[config.mk]
export PLATFORM = sky130hd
export DESIGN_NAME = uart_rx_deser
export DESIGN_NICKNAME = d
export VERILOG_FILES = /design/src/rtl/uart_rx_deser.sv
export SDC_FILE = /design/constraint.sdc
export NUM_CORES = 1
export LEC_CHECK = 0
export CAP_MARGIN = 10
export CORE_MARGIN = 2
export CORE_UTILIZATION = 55
export DETAILED_ROUTE_END_ITERATION = 10
export PLACE_DENSITY = 0.88
export SLEW_MARGIN = 20
export SYNTH_ARGS = -nofsm -noshare
export SYNTH_HDL_FRONTEND = slang
export SYNTH_SLANG_ARGS = --single-unit
[constraint.sdc]
create_clock -name clk_i -period 5.2 [get_ports clk_i]
set_clock_uncertainty 0.15 [all_clocks]
set_input_delay 1.04 -clock clk_i [delete_from_list [all_inputs] [get_ports clk_i]]
set_output_delay 1.04 -clock clk_i [all_outputs]
set_load 0.02 [all_outputs]
[src/rtl/uart_rx_deser.sv]
// UART receive deserialiser: synchronises rx_i, samples each bit mid-period,
// and hands characters plus parity/frame/overrun flags to a valid/ready consumer.
`timescale 1ns/1ps
module uart_rx_deser #(
  parameter int SYNC_STAGES = 2
) (
  input  logic        clk_i,
  input  logic        rst_i,
  input  logic        rx_i,
  output logic        busy_o,
  input  logic        cfg_en_i,
  input  logic [15:0] cfg_div_i,
  input  logic        cfg_parity_en_i,
  input  logic [1:0]  cfg_parity_sel_i,
  input  logic [1:0]  cfg_bits_i,
  input  logic        cfg_stop_bits_i,
  output logic [7:0]  rx_data_o,
  output logic        rx_valid_o,
  input  logic        rx_ready_i,
  output logic        err_parity_o,
  output logic        err_frame_o,
  output logic        err_overrun_o
);

  typedef enum logic [2:0] {S_IDLE, S_START, S_DATA, S_PARITY, S_STOP} state_e;

  state_e                 state_q, state_d;
  logic [SYNC_STAGES-1:0] sync_q;
  logic [15:0]            cnt_q, cnt_d;
  logic [2:0]             bit_q, bit_d;
  logic [7:0]             shift_q, shift_d;
  logic                   xor_q, xor_d;
  logic                   perr_q, perr_d;
  logic [7:0]             data_q, data_d;
  logic                   valid_q, valid_d;
  logic                   err_par_q, err_par_d;
  logic                   err_frm_q, err_frm_d;
  logic                   err_ovr_q, err_ovr_d;

  logic                   rx_s;
  logic                   strobe;
  logic [15:0]            cnt_inc;
  logic [2:0]             last_bit;
  logic                   exp_par;
  logic                   unused_stop_bits;

  // The receiver never waits for a second stop bit, so this setting has no effect here.
  assign unused_stop_bits = cfg_stop_bits_i;

  assign rx_s     = sync_q[SYNC_STAGES-1];
  assign cnt_inc  = (cnt_q == cfg_div_i) ? 16'd0 : cnt_q + 16'd1;
  assign strobe   = (cnt_q == (cfg_div_i >> 1));
  assign last_bit = 3'd7 - {1'b0, cfg_bits_i};

  always_comb begin
    exp_par = 1'b1;
    case (cfg_parity_sel_i)
      2'b00:   exp_par = ~xor_q;
      2'b01:   exp_par = xor_q;
      2'b10:   exp_par = 1'b0;
      default: exp_par = 1'b1;
    endcase
  end

  always_comb begin
    state_d   = state_q;
    cnt_d     = cnt_inc;
    bit_d     = bit_q;
    shift_d   = shift_q;
    xor_d     = xor_q;
    perr_d    = perr_q;
    data_d    = data_q;
    valid_d   = valid_q & ~rx_ready_i;
    err_par_d = 1'b0;
    err_frm_d = 1'b0;
    err_ovr_d = 1'b0;

    case (state_q)
      S_IDLE: begin
        cnt_d = '0;
        if (cfg_en_i && !rx_s) begin
          // The detection cycle is count 0 of the start bit; with div<2 it is also its sample.
          cnt_d   = cnt_inc;
          bit_d   = '0;
          shift_d = '0;
          xor_d   = 1'b0;
          perr_d  = 1'b0;
          state_d = strobe ? S_DATA : S_START;
        end
      end
      S_START: begin
        if (strobe) begin
          if (rx_s) begin
            state_d = S_IDLE;
            cnt_d   = '0;
          end else begin
            state_d = S_DATA;
            bit_d   = '0;
          end
        end
      end
      S_DATA: begin
        if (strobe) begin
          shift_d[bit_q] = rx_s;
          xor_d          = xor_q ^ rx_s;
          bit_d          = bit_q + 3'd1;
          if (bit_q == last_bit)
            state_d = cfg_parity_en_i ? S_PARITY : S_STOP;
        end
      end
      S_PARITY: begin
        if (strobe) begin
          perr_d  = (rx_s != exp_par);
          state_d = S_STOP;
        end
      end
      S_STOP: begin
        if (strobe) begin
          state_d   = S_IDLE;
          cnt_d     = '0;
          err_par_d = perr_q;
          err_frm_d = ~rx_s;
          // A char may load into a slot that is being emptied this same cycle.
          if (!valid_q || rx_ready_i) begin
            data_d  = shift_q;
            valid_d = 1'b1;
          end else begin
            err_ovr_d = 1'b1;
          end
        end
      end
      default: begin
        state_d = S_IDLE;
        cnt_d   = '0;
      end
    endcase

    if (!cfg_en_i) begin
      state_d   = S_IDLE;
      cnt_d     = '0;
      valid_d   = 1'b0;
      err_par_d = 1'b0;
      err_frm_d = 1'b0;
      err_ovr_d = 1'b0;
    end
  end

  always_ff @(posedge clk_i or posedge rst_i) begin
    if (rst_i) begin
      sync_q    <= '1;
      state_q   <= S_IDLE;
      cnt_q     <= '0;
      bit_q     <= '0;
      shift_q   <= '0;
      xor_q     <= 1'b0;
      perr_q    <= 1'b0;
      data_q    <= '0;
      valid_q   <= 1'b0;
      err_par_q <= 1'b0;
      err_frm_q <= 1'b0;
      err_ovr_q <= 1'b0;
    end else begin
      sync_q    <= {sync_q[SYNC_STAGES-2:0], rx_i};
      state_q   <= state_d;
      cnt_q     <= cnt_d;
      bit_q     <= bit_d;
      shift_q   <= shift_d;
      xor_q     <= xor_d;
      perr_q    <= perr_d;
      data_q    <= data_d;
      valid_q   <= valid_d;
      err_par_q <= err_par_d;
      err_frm_q <= err_frm_d;
      err_ovr_q <= err_ovr_d;
    end
  end

  assign busy_o        = (state_q != S_IDLE);
  assign rx_data_o     = data_q;
  assign rx_valid_o    = valid_q;
  assign err_parity_o  = err_par_q;
  assign err_frame_o   = err_frm_q;
  assign err_overrun_o = err_ovr_q;

endmodule

Yosys cells after proc, flatten, opt, wreduce, memory -nomap -nowiden
Index checks and enable logic that the tools add are counted.
- add/subtract/negate cells: 3
- order comparisons: 2
- equality and inequality tests: 21
- muxes and demuxes: 49
- bitwise gates (word level): 5
- reductions and logical operators: 17
- operators with widths (kind ; number):
    16-bit 2-to-1 mux ; 6
    16-bit one-hot mux with 4 select lines ; 1
    3-bit 2-to-1 mux ; 12
    1-bit 2-to-1 mux ; 18
    3-bit != test (second input constant) ; 6
    16-bit by 1-bit adder with 16-bit output (second input constant) ; 1
    16-bit by 15-bit equality test with 1-bit output ; 1
    16-bit equality test ; 1
    8-bit 2-to-1 mux ; 2
    8-bit one-hot mux with 2 select lines ; 1
    3-bit one-hot mux with 5 select lines ; 1
    2-bit != test (second input constant) ; 5
    3-bit one-hot mux with 3 select lines ; 1
    3-bit AND reduction ; 3
    8-bit bitwise mux ; 1
    3-bit by 2-bit equality test with 1-bit output (second input constant) ; 2
    6-bit AND reduction ; 1
    3-bit nonzero test ; 2
    5-bit AND reduction ; 1
    3-bit by 4-bit < comparator with 1-bit output (second input constant) ; 1
    2-bit 2-to-1 mux ; 2
    1-bit one-hot mux with 2 select lines ; 2
    2-bit nonzero test ; 2
    3-bit by 1-bit adder with 3-bit output (second input constant) ; 1
    other kinds (19) ; 23
- register bits: 46
- input port bits: 27
- output and inout bits: 13
- logic and storage cells: 109

Longest topological paths before layout
- depth after elaboration: 7
- depth in mapped cells: 8
- mapped depth without buffers: 5

Least setup slack after synthesis
Ideal clock, no wire load.
- path kind: input -> register
- start: input port cfg_div_i[2]
- end: register cnt_q[0]
- setup time: 0.128 ns
- arrival time: 2.344 ns
- data required time: 4.922 ns
- path slack: 2.578 ns
- cell stages on the path: 6
- cells stage by stage: xor2_1 > nor4_2 > nand4_4 > o2111ai_2 > buf_4 > nor2_1
- longest elaborated chain between the ends: 6
- elaborated cells on any way between the ends: 9
- classes of those cells: 2 x eq/ne; 7 x mux
- ends and longest elaborated chain (what ; RTL line ; text):
    start, declared ; 12 ; input logic [15:0] cfg_div_i,
    16-bit equality test ; 51 ; assign cnt_inc = (cnt_q == cfg_div_i) ? 16'd0 : cnt_q + 16'd1;
    16-bit 2-to-1 mux ; 51 ;
    16-bit 2-to-1 mux ; 93 ; if (rx_s) begin
    16-bit 2-to-1 mux ; 92 ; if (strobe) begin
    16-bit one-hot mux with 4 select lines (*) ; 78 ; case (state_q)
    16-bit 2-to-1 mux (*) ; 138 ; if (!cfg_en_i) begin
    via cnt_d[0] ; 29 ; logic [15:0] cnt_q, cnt_d;
    end signal, assigned ; 165 ; cnt_q <= cnt_d;
    end, declared ; 29 ;
Mark *: on every way through the listed nets, which the timed path passes. The rest lies on a longest branch.
A chain may end at the register's enable or synchronous reset.

Worst setup path in the final report
- start: input port cfg_div_i[2]
- end: register cnt_q[10]
Same word-level chain as after synthesis.

==> results.txt <==
via/cell ratio - 5.56
Synth Instances - 262
total CTS buffers - 5
hpwl dp - 3670 um
syn_area_per_cell - 9.91 um2
CTS tree - done
critical path peak fanout - 16
initial antenna violation count - 0
Overflow after GRT - 0
Leak - 1.36 nW
worst min path class - flop to flop
top cell type by total area after synthesis - dfrtp_1
FF-to-FF End - cnt_q[10]
Mapped Area - 0.00260 mm2
CTS root buffer - clkbuf_8
Die W - 72.7 um
Crit. End Element - flop
Worst-Skew Late Latency - 0.30 ns
CORE AREA - 0.00463 mm2
drt drc - 0
max-slew violations - 0
row cnt - 25
slew margin rel. - 48.9%
most frequent cells in the layout - dfrtp_1, clkdlybuf4s50_1, xor2_1
CP endpoint - cnt_q[10]
post-synthesis async set-or-reset flop share - 100%
unrepaired setup endpoints after global routing - no
EDFF count, synth - 0
proportion of layout cells with a drive suffix above 1 - 6.46%
Cell Area, Placed - 0.00298 mm2
I/O Buffers - 38
Initial DRT Pass Iterations - 4
Avg WL per Cell - 14.4 um
#FFs+latches synth - 46
Place WS - 1.70 ns
Routed WL - 5020 um
die area - 0.00529 mm2
Clock Pin Slew Worst Setup and Hold Paths - 0.08 ns
Worst setup SP type - primary input
worst setup path startpoint - cfg_div_i[2]
Worst Tran Pin Value - 0.767 ns
vias - 1,935
yosys synthesis warning count - 0
htree depth - 2
CP Class - primary input to flop
min setup slack post-route - 2.03 ns
nets - 322
Post-Syn Nets - 291
Clock Path Buffers - 2
Max Clk Rate - 0.316 GHz
status - finished clean
WP data required - 5.20 ns
# resized after CTS - 0
global-route wire length before repair - 8720 um
hold_ws - 0.197 ns
fin util - 66.8%
Clock Sinks - 46
DRT iter0 DRCs - 143
Final setup viols - 0
pin count of the biggest net entering global routing - 47
leading cell type in the layout, fill and taps excluded - dfrtp_1
initial core utilization - 56.1%
ant diodes - 0
Ports - 40
GPL Wtd Cong - 0.871
maximum VDD drop - 119 uV
FF-to-FF path depth - 5
# Post-CTS Setup Buffers - 0
Synth top area share - 42.4%
RR Startpoint - cnt_q[1]
library cells used by synthesis - 39
sequential fraction of the synthesis area - 44.4%
CP arrival - 3.16 ns
shortest period the worst path allows - 3.17 ns
die height - 72.7 um
cts hold-fix bufs - 0
ys flop type - dfrtp_1
setup slack, reg-to-reg - 2.77 ns
Final Hold Viols - 0
final setup TNS - 0 ns
PwrDens - 224 mW/mm2
Max-Cap Viols - 0
Total GRT Usage - 21.3%
largest cells by area after synthesis - dfrtp_1, xor2_1, nor2_1
crit share post-route - 60.9%
synthesis-to-finish area growth - 19.0%
ANT nets after route - 0
vias in the first global route - 1,930
post-route design area - 0.00309 mm2
## cells in the mapped netlist, drive strengths merged, types with 3 or more instances
library cell / number
dfrtp: 44
xor2: 37
nor2: 34
nand2: 17
xnor2: 13
inv: 12
nand4: 12
nor4: 11
nand3: 10
clkbuf: 9
mux2: 9
mux2i: 9
a21oi: 6
buf: 6
o21ai: 5
nor3: 4
o22ai: 3
## critical path, cell delays in order
cell	delay, ns
clkdlybuf4s50_1	0.45
xor2_1	0.20
nor4_2	0.42
nand4_4	0.23
o2111ai_2	0.71
nor2_1	0.12
## layer usage
layer	share of wire, %	vias to the layer above	GRT usage (%)
met5	0	-	0
met4	1.7	0	7.82
met3	5.9	11	5.11
met2	48	65	35.9
met1	44	913	26.7
li1	-	946	-
## through the flow
stage	instances	power, mW
after floorplan	262	0.408
after global placement	340	0.439
after detailed placement	340	0.441
after CTS	348	0.701
after global routing	348	0.720
final	348	0.693
## sequential cells by signal (all words and copies together), names as in the netlist
register       flops
cnt_q             16
rx_data_o          8
shift_q            8
bit_q              3
state_q            3
sync_q             2
err_frame_o        1
err_overrun_o      1
err_parity_o       1
perr_q             1
rx_valid_o         1
xor_q              1
## area by class of cell
type                    count  area [um2]
fillers                   377        1540
multi-input cells         189        1330
flip-flops and latches     46        1150
repair buffers             39         388
clock buffers               7        76.3
well taps                  54        67.6
inverters                  12        45.0
clock inverters             1        30.0
## worst min path at each step
stage	startpoint	end	slack, ns	cells past startpoint
after CTS	sync_q[0]	sync_q[1]	0.20	0
after global routing	sync_q[0]	sync_q[1]	0.20	0
after floorplan	sync_q[0]	sync_q[1]	0.20	0
final	sync_q[0]	sync_q[1]	0.20	0
after global placement	sync_q[0]	sync_q[1]	0.20	0
after detailed placement	sync_q[0]	sync_q[1]	0.20	0
## cells by family after synthesis
| kind of cell | Yosys count | share of synthesized area, % |
|---|---|---|
| xor gates and xnor gates | 50 | 16.9 |
| and+or+nand+nor | 98 | 20.7 |
| adders and majority gates | 2 | 0.963 |
| DFF | 46 | 44.4 |
| muxes | 18 | 7.37 |
| AOI/OAI and AO/OA | 21 | 5.30 |
| buffers and inverters | 27 | 4.38 |
## power by group
part	leakage, nW	internal, mW	total [mW]	switching, mW
registers	0.633	0.361	0.365	0.00481
logic	0.678	0.0322	0.0676	0.0354
clock network	0.0524	0.144	0.260	0.117
total	1.36	0.537	0.693	0.157
No activity file was read; power rests on OpenSTA's default activity.
